<file path="src/rtl/wb_pkg.sv">
// Shared definitions for the writeback path: default widths and the
// round-robin pointer update used by the multi-grant arbiters.
package wb_pkg;

  localparam int DATA_WIDTH_DEF = 8;
  localparam int ADDR_WIDTH_DEF = 5;
  localparam int NUM_WRITE_DEF  = 4;
  localparam int NUM_SRC_DEF    = 6;
  localparam int MAX_SRC        = 32;

  // Pointer moves one past the last source granted in scan order from ptr.
  function automatic int rr_next(input logic [MAX_SRC-1:0] grant,
                                 input int ptr, input int num_src);
    int idx;
    int nxt;
    idx = 0;
    nxt = ptr;
    for (int k = 0; k < MAX_SRC; k++) begin
      if (k < num_src) begin
        idx = ptr + k;
        if (idx >= num_src) idx = idx - num_src;
        if (grant[idx]) nxt = (idx + 1 == num_src) ? 0 : idx + 1;
      end
    end
    return nxt;
  endfunction

endpackage

</file>
<file path="src/rtl/rr_multi_grant.sv">
// Combinational round-robin selector granting up to NUM_PORT requesters,
// scanning from ptr_i; also reports the port each grant lands on.
module rr_multi_grant #(
  parameter int NUM_SRC  = 6,
  parameter int NUM_PORT = 4,
  parameter int PTR_W    = 3,
  parameter int PORT_W   = 2
) (
  input  logic [NUM_SRC-1:0] req_i,
  input  logic [PTR_W-1:0]   ptr_i,
  output logic [NUM_SRC-1:0] grant_o,
  output logic [PORT_W-1:0]  port_o [NUM_SRC]
);

  always_comb begin
    int cnt;
    int idx;
    cnt     = 0;
    idx     = 0;
    grant_o = '0;
    for (int i = 0; i < NUM_SRC; i++) port_o[i] = '0;
    for (int k = 0; k < NUM_SRC; k++) begin
      idx = int'(ptr_i) + k;
      if (idx >= NUM_SRC) idx = idx - NUM_SRC;
      if (req_i[idx] && cnt < NUM_PORT) begin
        grant_o[idx] = 1'b1;
        port_o[idx]  = PORT_W'(cnt);
        cnt          = cnt + 1;
      end
    end
  end

endmodule

</file>
<file path="src/rtl/wb_arbiter.sv">
// Writeback arbiter: one-entry buffer per result source, round-robin
// grant of up to NUM_WRITE buffers per cycle onto the register-file write ports.
module wb_arbiter
  import wb_pkg::*;
#(
  parameter int DATA_WIDTH = DATA_WIDTH_DEF,
  parameter int ADDR_WIDTH = ADDR_WIDTH_DEF,
  parameter int NUM_WRITE  = NUM_WRITE_DEF,
  parameter int NUM_SRC    = NUM_SRC_DEF
) (
  input  logic                  clk,
  input  logic                  reset,
  input  logic [NUM_SRC-1:0]    src_valid,
  input  logic [ADDR_WIDTH-1:0] src_addr [NUM_SRC],
  input  logic [DATA_WIDTH-1:0] src_data [NUM_SRC],
  output logic [NUM_SRC-1:0]    src_ready,
  output logic [NUM_WRITE-1:0]  w_en,
  output logic [ADDR_WIDTH-1:0] w_addr [NUM_WRITE],
  output logic [DATA_WIDTH-1:0] w_data [NUM_WRITE],
  output logic                  busy
);

  localparam int PTR_W  = (NUM_SRC > 1) ? $clog2(NUM_SRC) : 1;
  localparam int PORT_W = (NUM_WRITE > 1) ? $clog2(NUM_WRITE) : 1;

  logic [NUM_SRC-1:0]    held_q, held_d;
  logic [ADDR_WIDTH-1:0] addr_q [NUM_SRC];
  logic [ADDR_WIDTH-1:0] addr_d [NUM_SRC];
  logic [DATA_WIDTH-1:0] data_q [NUM_SRC];
  logic [DATA_WIDTH-1:0] data_d [NUM_SRC];
  logic [PTR_W-1:0]      rr_ptr_q, rr_ptr_d;
  logic [NUM_SRC-1:0]    grant;
  logic [PORT_W-1:0]     port_idx [NUM_SRC];

  rr_multi_grant #(
    .NUM_SRC (NUM_SRC),
    .NUM_PORT(NUM_WRITE),
    .PTR_W   (PTR_W),
    .PORT_W  (PORT_W)
  ) u_grant (
    .req_i  (held_q),
    .ptr_i  (rr_ptr_q),
    .grant_o(grant),
    .port_o (port_idx)
  );

  // A source being drained this cycle may refill in the same cycle.
  assign src_ready = reset ? '0 : (~held_q | grant);
  assign busy      = |held_q;

  always_comb begin
    held_d   = held_q;
    addr_d   = addr_q;
    data_d   = data_q;
    rr_ptr_d = PTR_W'(rr_next(MAX_SRC'(grant), int'(rr_ptr_q), NUM_SRC));
    for (int i = 0; i < NUM_SRC; i++) begin
      if (src_valid[i] && src_ready[i]) begin
        held_d[i] = 1'b1;
        addr_d[i] = src_addr[i];
        data_d[i] = src_data[i];
      end else if (grant[i]) begin
        held_d[i] = 1'b0;
      end
    end
  end

  always_comb begin
    for (int k = 0; k < NUM_WRITE; k++) begin
      w_en[k]   = 1'b0;
      w_addr[k] = '0;
      w_data[k] = '0;
      for (int i = 0; i < NUM_SRC; i++) begin
        if (!reset && grant[i] && int'(port_idx[i]) == k) begin
          w_en[k]   = 1'b1;
          w_addr[k] = addr_q[i];
          w_data[k] = data_q[i];
        end
      end
    end
  end

  always_ff @(posedge clk) begin
    if (reset) begin
      held_q   <= '0;
      rr_ptr_q <= '0;
      for (int i = 0; i < NUM_SRC; i++) begin
        addr_q[i] <= '0;
        data_q[i] <= '0;
      end
    end else begin
      held_q   <= held_d;
      rr_ptr_q <= rr_ptr_d;
      addr_q   <= addr_d;
      data_q   <= data_d;
    end
  end

endmodule

</file>
<file path="config.mk">
export PLATFORM = sky130hd
export DESIGN_NAME = wb_arbiter
export DESIGN_NICKNAME = d
export VERILOG_FILES = /design/src/rtl/wb_pkg.sv /design/src/rtl/rr_multi_grant.sv /design/src/rtl/wb_arbiter.sv
export SDC_FILE = /design/constraint.sdc
export NUM_CORES = 1
export LEC_CHECK = 0
export ABC_AREA = 0
export BUFFER_PORTS_ARGS = -buffer_cell sky130_fd_sc_hd__buf_2
export CAP_MARGIN = 20
export CORE_ASPECT_RATIO = 0.8
export CORE_MARGIN = 10
export CORE_UTILIZATION = 35
export DETAILED_ROUTE_END_ITERATION = 6
export HOLD_SLACK_MARGIN = 0.02
export PLACE_DENSITY = 0.6
export SLEW_MARGIN = 30
export SYNTH_ARGS = -nofsm -noshare
export SYNTH_HDL_FRONTEND = slang
export SYNTH_SLANG_ARGS = --single-unit
</file>
<file path="constraint.sdc">
create_clock -name clk -period 9.6 [get_ports clk]
set_clock_uncertainty 0.1 [all_clocks]
set_input_delay 1.44 -clock clk [delete_from_list [all_inputs] [get_ports clk]]
set_output_delay 1.44 -clock clk [all_outputs]
set_load 0.02 [all_outputs]
</file>
==> impl_metrics.tcl <==
set metrics [dict create \
    chipHeight_um 170 \
    grt_usage_pct 24.1 \
    clk_pin_slew_ns 0.08 \
    slowest_delay_ns 0.68 \
    synth_area_per_cell_um2 7.20 \
    globalplace.congestion 1.06 \
    synth_top_cell_area_share_pct 17.6 \
    crit_top_cell "ha_1" \
    crit_fanout 25 \
    first_pass_iters 7 \
    clock-root-buffer "clkbuf_16" \
    clk_latency_ns 0.36 \
    drt_iter0_markers 1691 \
    syn_area_um2 9870 \
    vias 11589 \
    synthCells 1370 \
    yosysWarnings 0 \
    dp.cells 1821 \
    wl_per_cell_um 24.8 \
    finalNonFillerCells 1836 \
    clock.fmax_mhz 108 \
    final_antenna_net_count 0 \
    dp_slack_ns 0.584 \
    power.internal_w 0.00180 \
    cts_sinks 87 \
    finalHoldViolations 0 \
    diodes 0 \
    grt_pass1_wl_um 67000 \
    start_kind "flip-flop" \
    grt_pass1_vias 10394 \
    grt_start_max_net_pins 58 \
    core_um2 27500 \
    synth.ff_latch_count 87 \
    synth_commonest_cells "173 x nand2_1, 138 x o21ai_0, 87 x dfxtp_1" \
    path_class "flip-flop to output port" \
    cp_slowest_cell "or3b_1" \
    fin_tns_setup_ns 0 \
    hold_class "flip-flop to flip-flop" \
    cts_buffer_depth 2 \
    avgViaCountPerCell 6.31 \
    dp_hpwl_um 36000 \
    area_growth_pct 13.5 \
    seq_area_frac_synth_pct 17.6 \
    synth_top_cell_by_area "dfxtp_1" \
    initial_utilization_pct 35.9 \
    clock_power_share_pct 8.4 \
    routed_wl_um 45600 \
    swShare_pct 59.0 \
    dieArea_um2 35400 \
    cp-end-kind "output port" \
    post-route-period-util_pct 96.0 \
    irDropWorstVdd_uv 208 \
    cap_viol_max_count 0 \
    post-synth-top-count-cell "nand2_1" \
    nNetsFinal 1600 \
    worst-path-buf-inv 7 \
    power_switching_w 0.00258 \
    crit_arrival_ns 7.68 \
    power.density_nw_per_um2 391 \
    worst_slew_pin_slew_ns 1.10 \
    yosys_most_used_dff "dfxtp_1" \
    cts_setup_buffers 0 \
    antenna_found_initial 0 \
    max_slew_margin_pct 25.8 \
    cts_tree "done" \
    port_buffers 148 \
    ys_top_cells_by_area "dfxtp_1 18%, o21ai_0 7.0%, nand2_1 6.6%" \
    drive_gt1_share_pct 19.6 \
    ios 149 \
    rsz0062_at_grt "no" \
    status "complete, no violations" \
    h-tree-depth 3 \
    die_w_um 208 \
    setup_slack_ns 0.382 \
    fillers 2858 \
    p_leak_nw 4.42 \
    fp-row-count 54 \
    drc 0 \
    crit_required_ns 8.06 \
    setup_violations 0 \
    grt-ovfl-total 0 \
    ys_types 108 \
    crit_family "simple AND/OR/NAND/NOR gates" \
    synth_edf_count 0 \
    sequentialPowerShare_pct 11.9 \
    cts_buffers 9 \
    fin_crit_ns 9.22 \
    ys_async_sr_fraction_pct 0 \
    drv_slew 0 \
    combPwrFrac_pct 79.6 \
]
-- state kept, by name (all words and copies together), names as in the netlist --
name,flops
addr_q,30
data_q,48
held_q,6
rr_ptr_q,3
-- power by group through the flow --
stage | Sequential (W) | Combinational (W) | Clock [W]
global placement | 0.000522 | 0.00335 | 0
finish | 0.000521 | 0.00349 | 0.000370
CTS | 0.000513 | 0.00335 | 0.000378
detailed placement | 0.000521 | 0.00333 | 0
floorplan | 0.000476 | 0.00233 | 0
global route | 0.000527 | 0.00371 | 0.000393
-- layout by cell type (no fill, tap or decap), types with 12 or more instances in the layout --
cell type | synthesis | layout
a21boi_0 | 22 | 22
a21o_1 | 12 | 12
a21oi_1 | 72 | 72
a221o_1 | 12 | 12
a22oi_1 | 34 | 34
buf_2 | 16 | 148
buf_4 | 4 | 40
dfxtp_1 | 87 | 85
ha_1 | 46 | 46
inv_1 | 71 | 70
mux2i_1 | 47 | 45
nand2_1 | 173 | 172
nand3_1 | 50 | 50
nand4_1 | 18 | 18
nor2_1 | 54 | 54
nor2b_1 | 13 | 13
nor3_1 | 31 | 31
nor3b_1 | 19 | 18
o21ai_0 | 138 | 137
o21ai_1 | 47 | 48
o221a_2 | 18 | 18
o221ai_1 | 30 | 30
o31ai_1 | 27 | 27
-- cells by family after synthesis --
logic type | after synthesis | share of synthesized area (%)
compound gates | 537 | 37.5
xor+xnor | 17 | 1.66
other cells | 2 | 0.0761
fa+ha+maj | 46 | 5.83
mux | 62 | 6.82
buf+inv | 183 | 8.05
flops | 87 | 17.6
simple gates | 436 | 22.4
-- final cells by class --
type / count / area [um^2] / share of cell area (%)
clock buffer: 9 / 225 / 2.01
clock inverter: 6 / 67.6 / 0.603
inverter: 79 / 297 / 2.65
multi-input combinational: 1103 / 7370 / 65.8
sequential: 87 / 1740 / 15.6
tap: 364 / 455 / 4.07
timing repair buffer: 188 / 1040 / 9.29
-- worst min-delay path: stages (launching register included) --
cell	delay, ns
dfxtp_1	0.34
nand2_1	0.07
o21ai_0	0.06
-- through the flow --
step	utilization, %	power, W	area (um^2)	hold slack [ns]
after CTS	40.6	0.00424	11200	0.426
after detailed placement	39.6	0.00385	10900	0.408
final	40.7	0.00438	11200	0.421
after floorplan	-	0.00280	9880	0.366
after global routing	40.7	0.00463	11200	0.443
after global placement	39.6	0.00388	10900	0.412
-- worst paths after layout --
check,startpoint,endpoint,slack (ns),cells after the start
hold / removal,addr_q[26]$_SDFFE_PP0P_,addr_q[26]$_SDFFE_PP0P_,0.42,2
setup reg to reg,rr_ptr_q[1]$_SDFFE_PP0P_,rr_ptr_q[1]$_SDFFE_PP0P_,2.57,28
setup / recovery,rr_ptr_q[1]$_SDFFE_PP0P_,w_addr[3],0.38,29
hold reg to reg,addr_q[26]$_SDFFE_PP0P_,addr_q[26]$_SDFFE_PP0P_,0.42,2
-- per-layer routing --
layer | part of all wire (%) | vias to the layer above | global-route usage, %
met5 | 0 | - | 0
met4 | 2.4 | 0 | 6.23
met3 | 13 | 80 | 7.50
met2 | 38 | 751 | 31.3
met1 | 47 | 5422 | 36.5
li1 | - | 5336 | -
-- timing repair --
action | 4_1_cts | 5_1_grt
hold buffers | 0 | 0
endpoints found under the setup margin | 0 | 52
gates resized for setup | 0 | 7
(Power assumes the default switching activity.)
